<file path="src/rtl/bali_pkg.sv">
// Shared opcodes, controller states and error codes for the operand stack.
package bali_pkg;

    localparam logic [3:0] IADD = 4'b0000;
    localparam logic [3:0] ISUB = 4'b0001;
    localparam logic [3:0] IMUL = 4'b0010;
    localparam logic [3:0] IDIV = 4'b0011;
    localparam logic [3:0] IREM = 4'b0100;
    localparam logic [3:0] INEG = 4'b0101;
    localparam logic [3:0] IOR  = 4'b1000;
    localparam logic [3:0] IXOR = 4'b1001;
    localparam logic [3:0] ISHL = 4'b1100;
    localparam logic [3:0] ISHR = 4'b1101;
    localparam logic [3:0] IAND = 4'b1111;

    typedef enum logic [1:0] {
        ST_IDLE = 2'd0,
        ST_EXEC = 2'd1,
        ST_WB   = 2'd2
    } state_e;

    localparam logic [1:0] ERR_NONE      = 2'b00;
    localparam logic [1:0] ERR_UNDERFLOW = 2'b01;
    localparam logic [1:0] ERR_ILLEGAL   = 2'b10;

    function automatic logic is_binary(input logic [3:0] op);
        case (op)
            IADD, ISUB, IMUL, IDIV, IREM,
            IAND, IOR, IXOR, ISHL, ISHR: is_binary = 1'b1;
            default:                     is_binary = 1'b0;
        endcase
    endfunction

    function automatic logic is_unary(input logic [3:0] op);
        is_unary = (op == INEG);
    endfunction

endpackage

</file>
<file path="src/rtl/stack_regfile.sv">
// Stack storage: one synchronous write port, asynchronous reads of top and top-1.
module stack_regfile #(
    parameter int DEPTH = 16,
    parameter int AW    = $clog2(DEPTH)
) (
    input  logic          clk,
    input  logic          we,
    input  logic [AW-1:0] waddr,
    input  logic [31:0]   wdata,
    input  logic [AW-1:0] top_addr,
    input  logic [AW-1:0] next_addr,
    output logic [31:0]   top_data,
    output logic [31:0]   next_data
);

    logic [31:0] mem [DEPTH];

    always_ff @(posedge clk) begin
        if (we) begin
            mem[waddr] <= wdata;
        end
    end

    assign top_data  = mem[top_addr];
    assign next_data = mem[next_addr];

endmodule

</file>
<file path="src/rtl/operand_stack.sv">
// Operand stack with an IDLE/EXEC/WB controller driving an external ALU.
// Define STACK_ERR_EN to add the sticky err/err_code/err_clr ports.
module operand_stack
    import bali_pkg::*;
#(
    parameter int DEPTH = 16
) (
    input  logic                     clk,
    input  logic                     rst_n,
    input  logic                     push_valid,
    input  logic [31:0]              push_data,
    output logic                     push_ready,
    input  logic                     pop_valid,
    output logic                     pop_ready,
    output logic [31:0]              pop_data,
    input  logic                     op_valid,
    input  logic [3:0]               op_code,
    output logic                     op_ready,
    output logic [31:0]              alu_a,
    output logic [31:0]              alu_b,
    output logic [3:0]               alu_sel,
    input  logic [31:0]              alu_result,
    output logic [$clog2(DEPTH):0]   depth,
    output logic                     empty,
`ifdef STACK_ERR_EN
    output logic                     full,
    output logic                     err,
    output logic [1:0]               err_code,
    input  logic                     err_clr
`else
    output logic                     full
`endif
);

    localparam int AW = $clog2(DEPTH);
    localparam int DW = AW + 1;

    state_e        state_q, state_d;
    logic [DW-1:0] depth_q, depth_d;
    logic [31:0]   alu_a_q, alu_a_d;
    logic [31:0]   alu_b_q, alu_b_d;
    logic [3:0]    alu_sel_q, alu_sel_d;
    logic [31:0]   result_q, result_d;
    logic          unary_q, unary_d;
    logic          run_q;

    logic          idle;
    logic          op_fire, op_bin, op_un, op_underflow, op_illegal, op_go;
    logic          we;
    logic [AW-1:0] waddr, top_idx, next_idx;
    logic [31:0]   wdata, top_data, next_data;

    stack_regfile #(.DEPTH(DEPTH), .AW(AW)) u_regfile (
        .clk       (clk),
        .we        (we),
        .waddr     (waddr),
        .wdata     (wdata),
        .top_addr  (top_idx),
        .next_addr (next_idx),
        .top_data  (top_data),
        .next_data (next_data)
    );

    assign top_idx  = AW'(depth_q - DW'(1));
    assign next_idx = AW'(depth_q - DW'(2));

    // run_q holds the handshakes low during reset and releases them on the first edge after.
    assign idle       = run_q && (state_q == ST_IDLE);
    assign empty      = (depth_q == '0);
    assign full       = (depth_q == DW'(DEPTH));
    assign op_ready   = idle;
    assign pop_ready  = idle && !empty && !op_valid;
    assign push_ready = idle && !full && !op_valid && !pop_valid;
    assign pop_data   = empty ? 32'd0 : top_data;
    assign depth      = depth_q;
    assign alu_a      = alu_a_q;
    assign alu_b      = alu_b_q;
    assign alu_sel    = alu_sel_q;

    assign op_fire      = op_valid && op_ready;
    assign op_bin       = is_binary(op_code);
    assign op_un        = is_unary(op_code);
    assign op_illegal   = !op_bin && !op_un;
    assign op_underflow = (op_bin && (depth_q < DW'(2))) || (op_un && empty);
    assign op_go        = op_fire && !op_underflow && !op_illegal;

    always_comb begin
        state_d   = state_q;
        depth_d   = depth_q;
        alu_a_d   = '0;
        alu_b_d   = '0;
        alu_sel_d = '0;
        result_d  = result_q;
        unary_d   = unary_q;
        we        = 1'b0;
        waddr     = top_idx;
        wdata     = '0;
        case (state_q)
            ST_IDLE: begin
                if (op_go) begin
                    state_d   = ST_EXEC;
                    unary_d   = op_un;
                    alu_sel_d = op_code;
                    alu_a_d   = op_un ? top_data : next_data;
                    alu_b_d   = op_un ? 32'd0 : top_data;
                end else if (pop_valid && pop_ready) begin
                    depth_d = depth_q - DW'(1);
                end else if (push_valid && push_ready) begin
                    we      = 1'b1;
                    waddr   = AW'(depth_q);
                    wdata   = push_data;
                    depth_d = depth_q + DW'(1);
                end
            end
            ST_EXEC: begin
                result_d = alu_result;
                state_d  = ST_WB;
            end
            ST_WB: begin
                // Binary result overwrites value1 and the top slot is released.
                we    = 1'b1;
                wdata = result_q;
                waddr = unary_q ? top_idx : next_idx;
                if (!unary_q) begin
                    depth_d = depth_q - DW'(1);
                end
                state_d = ST_IDLE;
            end
            default: state_d = ST_IDLE;
        endcase
    end

    always_ff @(posedge clk or negedge rst_n) begin
        if (!rst_n) begin
            state_q   <= ST_IDLE;
            depth_q   <= '0;
            alu_a_q   <= '0;
            alu_b_q   <= '0;
            alu_sel_q <= '0;
            result_q  <= '0;
            unary_q   <= 1'b0;
            run_q     <= 1'b0;
        end else begin
            state_q   <= state_d;
            depth_q   <= depth_d;
            alu_a_q   <= alu_a_d;
            alu_b_q   <= alu_b_d;
            alu_sel_q <= alu_sel_d;
            result_q  <= result_d;
            unary_q   <= unary_d;
            run_q     <= 1'b1;
        end
    end

`ifdef STACK_ERR_EN
    logic       err_q, err_d;
    logic [1:0] err_code_q, err_code_d;

    always_comb begin
        err_d      = err_q;
        err_code_d = err_code_q;
        if (op_fire && (op_underflow || op_illegal)) begin
            err_d      = 1'b1;
            err_code_d = op_illegal ? ERR_ILLEGAL : ERR_UNDERFLOW;
        end else if (err_clr) begin
            err_d      = 1'b0;
            err_code_d = ERR_NONE;
        end
    end

    always_ff @(posedge clk or negedge rst_n) begin
        if (!rst_n) begin
            err_q      <= 1'b0;
            err_code_q <= ERR_NONE;
        end else begin
            err_q      <= err_d;
            err_code_q <= err_code_d;
        end
    end

    assign err      = err_q;
    assign err_code = err_code_q;
`endif

endmodule
</file>
<file path="config.mk">
export PLATFORM = sky130hd
export DESIGN_NAME = operand_stack
export DESIGN_NICKNAME = d
export VERILOG_FILES = /design/src/rtl/bali_pkg.sv /design/src/rtl/stack_regfile.sv /design/src/rtl/operand_stack.sv
export SDC_FILE = /design/constraint.sdc
export NUM_CORES = 1
export LEC_CHECK = 0
export CAP_MARGIN = 20
export CORE_UTILIZATION = 50
export DETAILED_ROUTE_END_ITERATION = 12
export PLACE_DENSITY = 0.7
export SETUP_SLACK_MARGIN = 0.3
export SLEW_MARGIN = 20
export SYNTH_ARGS = -nofsm -noshare
export SYNTH_HDL_FRONTEND = slang
export SYNTH_SLANG_ARGS = --single-unit
export TNS_END_PERCENT = 20
</file>
<file path="constraint.sdc">
create_clock -name clk -period 4.2 [get_ports clk]
set_input_delay 0.84 -clock clk [delete_from_list [all_inputs] [get_ports clk]]
set_output_delay 0.84 -clock clk [all_outputs]
set_load 0.01 [all_outputs]
</file>
After elaboration in Yosys (flattened, before gate mapping)
Memory sizes are Yosys's and may differ from the RTL's.
Cells that the tools add are included.

storage, ports and cells
  bits in registers = 109
  output and inout port bits = 110
  bits in read-only memories = 16
  memories = 2
  bits in writable memories = 512
  input bits = 73
  logic and storage cells = 81

memory list
  name              words  bits a word  read ports  clocked after memory_dff  write ports  line                 text
  u_regfile.mem     16     32           2           0                         1            stack_regfile.sv:16  logic [31:0] mem [DEPTH];
  (name not given)  16     1            1           0                         0            bali_pkg.sv:27       case (op)

cells by class
  order comparisons = 1
  reduce and logical (&&, ||, !) cells = 28
  mux-type cells = 31
  equal/unequal tests = 8
  $add $sub $neg = 3

operators by type and width
  cell                 count
  $mux 32              10
  $pmux 32 s2          1
  $mux 4               6
  $mux 5               4
  $logic_and 1x1->1    14
  $pmux 5 s2           1
  $logic_not 1->1      8
  $pmux 4 s2           1
  $ne 2x2->1 const B   3
  $add 5x1->5 const B  1
  $eq 5x5->1 const B   1
  $logic_not 5->1      1
  $lt 5x2->1 const B   1
  $mux 1               5
  $sub 5x1->5 const B  1
  $eq 4x3->1 const B   1
  $pmux 2 s2           1
  $reduce_and 4->1     1
  $sub 4x2->4 const B  1
  $ne 3x1->1 const B   1
  $eq 2x1->1 const B   1
  $eq 2x2->1 const B   1
  $logic_not 2->1      1
  $mux 2               1
  other kinds (4)      4

Logic depth before layout (Yosys ltp)
Gate-level depths: netlist of run 1.

  word-level depth = 12
  depth in mapped cells = 13
  depth with buffers taken out = 8

Hierarchy
From an unflattened synthesis of run 1, not the netlist that was laid out.

unflattened totals
  cells, all modules = 1,526
  area, all modules = 28,104.5 µm²

by module, submodules not included
  module         cells an instance  area each (µm²)  instances  sequential area each (µm²)
  stack_regfile  1,077              22,905.7         1          15,374.7
  operand_stack  449                5,198.7          1          2,727.6

Worst setup path after synthesis of run 1
OpenSTA, ideal clock, no wires.

  path kind = register to register
  start = reg depth_q[0] (netlist: depth[0])
  end = mem u_regfile.mem[13][0] (enable)
  setup time = 0.421 ns
  cell stages (with the launch flop) = 13
  buffers on the path = 6
  data arrival time = 4.129 ns
  path slack = -0.350 ns
  cell sequence = dfrtp_1 > buf_2 > buf_2 > buf_2 > inv_1 > ha_1 > clkbuf_1 > buf_2 > clkbuf_1 > a22oi_1 > o311ai_2 > nand2_1 > nor2_1

between the ends
  word-level cells in the longest chain between the ends = 12
  elaborated cells between the ends (all ways) = 31

ends and longest elaborated chain
  what                            line                  text
  start: declaration              operand_stack.sv:39   logic [DW-1:0] depth_q, depth_d;
  start signal: assignment        operand_stack.sv:145  depth_q <= depth_d;
  $eq 5x5->1                      operand_stack.sv:70   assign full = (depth_q == DW'(DEPTH));
  $logic_not 1->1                 operand_stack.sv:73   assign push_ready = idle && !full && !op_valid && !pop_valid;
  $logic_and 1x1->1 (3 in a row)  operand_stack.sv:73
  $logic_and 1x1->1               operand_stack.sv:108  end else if (push_valid && push_ready) begin
  $mux 1                          operand_stack.sv:108
  $mux 1                          operand_stack.sv:106  end else if (pop_valid && pop_ready) begin
  $mux 1                          operand_stack.sv:100  if (op_go) begin
  $pmux 1 s2                      operand_stack.sv:98   case (state_q)
  $mux 1                          stack_regfile.sv:19   if (we) begin
  $mux 1 (implied by the code)    stack_regfile.sv:20   mem[waddr] <= wdata;
  end: declaration                stack_regfile.sv:16

Several ways; a longest one is shown, not always the timed one.

Worst setup path in the final report of run 1
  start = reg depth_q[0] (netlist: depth[0])
  end = out pop_data[23]

between the ends
  word-level cells in the longest chain between the ends = 3
  elaborated cells between the ends (all ways) = 4

ends and longest elaborated chain
  what              line                 text
  $sub 5x1->5       n/a
  $mem_v2 16x32     n/a
  $mux 32 *         operand_stack.sv:74  assign pop_data = empty ? 32'd0 : top_data;
  end: declaration  operand_stack.sv:15  output logic [31:0] pop_data,

Mark *: on every way between the ends. The rest lies on a longest branch, timed or not.

==> impl_metrics.csv, run 1 <==
group,metric,value,unit
setup_path,max_stage_delay,500,ps
synthesis,synth_cell_types,55,
setup_path,critPathTopFamily,"buffers and inverters",
floorplan,dieArea,0.0575,mm2
route,via_per_inst,6.41,
pwr,p_leak,0.0120,uW
route,ant_nets,0,
clocking,path_clk_slew,60,ps
setup_path,critPathLaunchType,"flop",
pwr,seqPwrFrac,27.1,%
sta,finalSetupViolCount,0,
sta,slew_headroom,44.6,%
flow_run,maxCapViolations,0,
cells_and_area,area_growth,21.7,%
synthesis,synth_xor_area_share,0.394,%
cells_and_area,layout-drive-gt1-share,30.1,%
synthesis,synth_compound_area_share,3.75,%
synthesis,avgSynthCellArea,18.5,um2
pwr,swShare,36.0,%
synthesis,synthMuxAreaShare,26.3,%
setup_path,regToRegStartpoint,"depth[0]$_DFFE_PN0P_",
placement,io_buffers,182,
floorplan,pin_count,183,
synthesis,synth_area,0.0283,mm2
setup_path,cp.required,3360,ps
synthesis,async_flop_share,17.6,%
global_route,grt_use_total,27.5,%
route,drt_wl_total,76200,um
synthesis,synth_edf_count,512,
sta,whs,273,ps
route,route.vias.total,16400,
pwr,ir_worst_vdd,1.04,mV
synthesis,synth_top_family_by_area,"multiplexers",
placement,place_ws,302,ps
sta,postLayoutSetupSlackWorst,96.5,ps
clocking,cts.sinks,621,
setup_path,path_max_fanout,17,
setup_path,path_common_cell,"nand2_1",
global_route,grt_pass1_vias,17300,
cells_and_area,multiInputGateArea,0.00994,mm2
sta,slew_violations,0,
cells_and_area,n_antenna_cell,0,
setup_path,critPathBufInv,4,
placement,globalplace.congestion,0.792,
global_route,grt_max_degree,129,
pwr,power_frac_clock,19.8,%
sta,finalSetupTns,0,ps
clocking,clockBufferDepth,3,
global_route,antenna_found_initial,0,
clocking,h-tree-depth,3,
placement,dpl.hpwl,43200,um
setup_path,worstSetupEndpointType,"output port",
route,wire_per_inst,29.7,um
setup_path,r2r_slack,960,ps
placement,dpl_cell_area,0.0317,mm2
synthesis,synth-main-ff-cell,"edfxtp_1",
route,drtIter0Drc,1715,
route,drc_errors,0,
cells_and_area,fin_util,62.1,%
synthesis,ys_seq_area_share,64.1,%
clocking,postCtsHoldBufs,0,
synthesis,yosys_warnings,0,
synthesis,synthSimpleGateAreaFrac,3.32,%
pwr,power_density,836,mW/mm2
setup_path,crit_arrival,3260,ps
global_route,grt_pass1_wl,113000,um
synthesis,synth_top_area_share,54.4,%
setup_path,startpoint,"depth[0]$_DFFE_PN0P_",
sta,hold_viol_final,0,
floorplan,core,0.0554,mm2
outcome,run_status,"finished, final reports clean",
setup_path,cpMaxStageDelayCell,"clkdlybuf4s50_1",
synthesis,syn-instance-count,1525,
sta,worst_pin_slew,830,ps
setup_path,path_class,"reg -> out",
min_path,hp-class,"in -> async",
sta,fin_skew,21.2,ps
route,firstDrtPassIters,7,
floorplan,die_w,240,um
sta,fmax,244,MHz
cells_and_area,regArea,0.0181,mm2
clocking,cts_buffers,67,
sta,grt_setup_unrepaired,"true",
synthesis,yosys.area_share.adder,0.266,%
floorplan,die_h,240,um
pwr,combPwrFrac,53.1,%
cells_and_area,postLayoutCellArea,0.0344,mm2
clocking,cts_tree,"built",
floorplan,rows,86,
synthesis,ys_top_cells_by_area,"edfxtp_1, mux4_2, dfrtp_1",
global_route,grt_overflow_total,0,
pwr,net-switching-power,10300,uW
sta,finalCriticalPeriod,4100,ps
pwr,internal_power,18400,uW
clocking,clock_latency,610,ps
floorplan,initial_core_util,51.0,%
synthesis,synth_top_cell_by_area,"edfxtp_1",
synthesis,ys_ff_latch,621,
clocking,cts-root-buf,"clkbuf_16",
sta,period_share,97.7,%
synthesis,synth_nets,1604,
cells_and_area,nNetsFinal,1841,
cells_and_area,fillCellCount,3903,
setup_path,path_cells,"clkinvlp_4, ha_4, buf_12, buf_16, mux4_2, mux2i_2, nand2_1, nand2_1, nor2_1, clkdlybuf4s50_1",
## placed cells by master (no fill, tap or decap), types with 4 or more instances in the layout
master | Yosys | routed
a21oi_1 | 4 | 4
a22o_1 | 33 | 33
buf_12 | 0 | 29
buf_16 | 0 | 7
buf_4 | 3 | 52
bufbuf_16 | 0 | 7
clkbuf_1 | 50 | 21
clkbuf_16 | 0 | 69
clkbuf_8 | 0 | 8
clkdlybuf4s50_1 | 0 | 172
clkinv_1 | 0 | 7
clkinv_2 | 0 | 10
dfrtp_1 | 109 | 107
dlygate4sd2_1 | 0 | 5
dlymetal6s2s_1 | 0 | 4
edfxtp_1 | 512 | 512
inv_1 | 11 | 9
mux2_2 | 34 | 34
mux2i_1 | 126 | 112
mux2i_2 | 0 | 14
mux4_2 | 256 | 256
nand2_1 | 103 | 97
nand2_2 | 1 | 7
nand3_2 | 0 | 4
nor2_1 | 87 | 70
nor2_4 | 0 | 17
o21ai_0 | 7 | 6
o221ai_1 | 32 | 32
o22a_1 | 31 | 31
xnor2_1 | 8 | 7
## registers in the layout, indices dropped and copies added, names as in the netlist
name and cells:
alu_a 32, alu_b 32, alu_sel 4, depth 5, result_q 32, run_q 1, state_q 2, u_regfile.mem 512
unary_q 1
## layout make-up
class	count	area share [%]
multi-input cells	782	28.9
flip-flops and latches	621	52.7
clock inverters	26	0.615
well taps	748	2.72
clock buffers	98	5.57
repair buffers	278	9.39
inverters	12	0.149
## synthesized netlist by cell type (all sizes together) (3+ instances only)
cell type and n:
nor2 87, o21a 3, mux2i 126, ha 6, clkbuf 50, xor2 3, edfxtp 512, inv 12
o21ai 8, nand2 104, and3 3, a22o 33, a21oi 4, nor2b 4, nand3 7, o22a 31
buf 60, nand4 3, xnor2 8, mux2 35, mux4 256, dfrtp 109, o221ai 32
## metal layers
metal / up-vias / part of all wire [%] / track usage [%]
li1: 6791 / - / -
met1: 8736 / 39 / 36.6
met2: 774 / 51 / 46.0
met3: 133 / 7.1 / 4.63
met4: 0 / 3.1 / 9.63
met5: - / 0 / 0
## worst paths after layout
check	end	depth (start not counted)
max	pop_data[23]	10
min	alu_a[16]$_DFF_PN0_	1
max reg2reg	u_regfile.mem[5][17]$_DFFE_PP_	9
min reg2reg	result_q[16]$_DFFE_PN0N_	1
max in group asynchronous	alu_a[4]$_DFF_PN0_	2
min in group clk	result_q[16]$_DFFE_PN0N_	1
## cells by family after synthesis
logic type,after synthesis
other cells,1
xor+xnor,11
mux,417
compound gates,125
flops,621
buf+inv,122
fa+ha+maj,6
simple gates,222
## power groups by stage
stage	clock network, uW	logic (uW)	registers, uW
global placement	0	13900	7860
global route	5990	16200	7840
floorplan	0	9110	7900
finish	5700	15200	7780
detailed placement	0	14000	7890
CTS	5770	15200	7780
## metrics by stage
stage / std cells / total power (uW)
finish: 2565 / 28700
global route: 2565 / 30000
CTS: 2562 / 28700
detailed placement: 2421 / 21900
global placement: 2421 / 21800
floorplan: 1525 / 17000
## what timing repair did
action | in CTS | in global routing
cloned | 8 | 0
resized for setup | 39 | 15
endpoints found under the setup margin | 34 | 33
setup buffers | 9 | 3
hold endpoints to repair | 0 | 0
pin swaps | 1 | 0
Note: power is estimated with default switching activity, not from simulation.
==> run 2: changes to the inputs <==
==> constraint.sdc (replaced) <==
create_clock -name clk -period 4.2 [get_ports clk]
set_input_delay 0.84 -clock clk [delete_from_list [all_inputs] [get_ports clk]]
set_output_delay 0.84 -clock clk [all_outputs]
set_load 0.02 [all_outputs]
==> run 2 against run 1 <==
  * Final cell count up 0.31%
  * Core utilization up 0.10 points
  * Via count down 0.38%
  * Hold slack better by 52 ps
  * Critical path type unchanged
  * Critical path depth down 1
  * Sequential power about the same
  * Highest routed layer unchanged
  * Register-to-register slack better by 80 ps
  * Sequential share of layout area down 0.088 points
  * Clock power up 5.8%
  * Flip-flop and latch count unchanged
  * Fmax up 3.0%
  * Clock skew up 9.2 ps
==> impl_metrics.csv, run 2 (synthesized netlist as in run 1, its figures left out) <==
group,metric,value,unit
clocking,clockBufferDepth,3,
setup_path,path_class,"reg -> out",
clocking,cts_buffers,66,
route,drtIter0Drc,1757,
clocking,postCtsHoldBufs,0,
sta,finalCriticalPeriod,3980,ps
sta,hold_viol_final,0,
cells_and_area,regArea,0.0181,mm2
route,ant_nets,0,
global_route,grt_pass1_wl,110000,um
clocking,path_clk_slew,60,ps
route,via_per_inst,6.36,
setup_path,critPathLaunchType,"flop",
global_route,grt_use_total,26.8,%
clocking,h-tree-depth,3,
floorplan,die_h,240,um
cells_and_area,layout-drive-gt1-share,30.7,%
placement,dpl_cell_area,0.0316,mm2
setup_path,path_common_cell,"buf_4",
route,route.vias.total,16400,
route,drc_errors,0,
placement,io_buffers,182,
sta,finalSetupViolCount,0,
clocking,cts_tree,"built",
floorplan,pin_count,183,
cells_and_area,final_cell_mix,"edfxtp_1, mux4_2, clkdlybuf4s50_1",
sta,finalSetupTns,0,ps
sta,period_share,94.9,%
sta,slew_violations,0,
clocking,cts.sinks,621,
pwr,net-switching-power,10900,uW
setup_path,crit_arrival,3140,ps
pwr,ir_worst_vdd,0.884,mV
floorplan,initial_core_util,51.0,%
pwr,swShare,37.1,%
setup_path,regToRegStartpoint,"depth[1]$_DFFE_PN0P_",
floorplan,die_w,240,um
sta,fmax,251,MHz
cells_and_area,postLayoutCellArea,0.0344,mm2
global_route,grt_max_degree,129,
floorplan,dieArea,0.0575,mm2
route,firstDrtPassIters,5,
cells_and_area,fillCellCount,3867,
floorplan,core,0.0554,mm2
min_path,hp-class,"in -> async",
cells_and_area,fin_util,62.2,%
setup_path,cp.required,3360,ps
clocking,clock_latency,600,ps
pwr,power_density,853,mW/mm2
floorplan,rows,86,
pwr,internal_power,18500,uW
sta,grt_setup_unrepaired,"true",
setup_path,max_stage_delay,520,ps
cells_and_area,multiInputGateArea,0.00994,mm2
setup_path,startpoint,"depth[0]$_DFFE_PN0P_",
cells_and_area,final_common_cell,"edfxtp_1",
cells_and_area,nNetsFinal,1853,
setup_path,path_cells,"buf_4, buf_12, buf_16, mux4_2, mux2_2, o21ai_2, buf_4, nor2_1, dlygate4sd2_1",
outcome,run_status,"finished, final reports clean",
route,drt_wl_total,74800,um
placement,dp_cells,2427,
setup_path,worstSetupEndpointType,"output port",
pwr,seqPwrFrac,26.5,%
pwr,p_leak,0.0121,uW
sta,slew_headroom,36.2,%
global_route,grt_overflow_total,0,
setup_path,cpMaxStageDelayCell,"mux4_2",
flow_run,maxCapViolations,0,
pwr,power_frac_clock,20.5,%
pwr,combPwrFrac,53.0,%
cells_and_area,n_antenna_cell,0,
cells_and_area,largest_register,"u_regfile.mem",
route,wire_per_inst,29.1,um
cells_and_area,layout.cells.non_filler,2573,
placement,dpl.hpwl,43100,um
cells_and_area,area_growth,21.9,%
clocking,cts-root-buf,"clkbuf_16",
global_route,grt_pass1_vias,16900,
sta,fin_skew,30.4,ps
cells_and_area,largest_register_ffs,512,
global_route,antenna_found_initial,0,
placement,globalplace.congestion,0.824,
setup_path,path_max_fanout,23,
sta,worst_pin_slew,957,ps
==> run 2: timing repair <==
item | CTS | global route
endpoints found under the setup margin | 34 | 34
resized for setup | 55 | 19
buffers inserted | 16 | 5
pin swaps | 2 | 1
cloned | 4 | 2
==> run 2: critical path: cells and delay by family, from the launching register on <==
kind / cells / cell delay, ps
simple gates: 1 / 30
flops: 1 / 460
mux: 2 / 810
buf+inv: 5 / 1030
compound gates: 1 / 190
==> run 2: worst paths after layout <==
kind                                                   to  slack, ps  cells past startpoint
max                                          pop_data[31]        220                      9
min                              result_q[19]$_DFFE_PN0N_        330                      1
max reg2reg                u_regfile.mem[8][18]$_DFFE_PP_       1040                      9
min reg2reg                      result_q[16]$_DFFE_PN0N_        510                      1
max in group asynchronous         result_q[6]$_DFFE_PN0N_       2970                      2
min in group clk                 result_q[16]$_DFFE_PN0N_        510                      1
==> run 2: power groups by stage <==
stage | registers [uW] | clock network (uW) | logic [uW]
after detailed placement | 7900 | 0 | 14700
after global routing | 7850 | 6360 | 16500
after CTS | 7790 | 6120 | 15400
after global placement | 7870 | 0 | 14600
final | 7790 | 6030 | 15600
after floorplan | 8050 | 0 | 9570
==> run 2: cell type report <==
type                            count  area share [%]
Multi-Input combinational cell    782            28.8
Tap cell                          748            2.72
Sequential cell                   621            52.6
Timing Repair Buffer              291            9.16
Clock buffer                       93            5.57
Inverter                           12           0.149
Clock inverter                     26           0.992
==> run 2: through the flow <==
stage | setup WS [ps] | power, uW | hold WS [ps]
6_report | 215 | 29400 | 325
3_5_place_dp | 208 | 22600 | 497
2_1_floorplan | 40.6 | 17600 | 482
3_3_place_gp | 234 | 22500 | 490
5_1_grt | 118 | 30700 | 396
4_1_cts | 104 | 29300 | 343
==> run 2: metal layers <==
layer  part of all wire (%)  track usage [%]  vias up
met2                     50             45.1      825
met1                     40             36.0     8617
met3                    7.9             4.39      116
met4                    2.3             8.26        0
li1                       -                -     6814
met5                      0                0        -
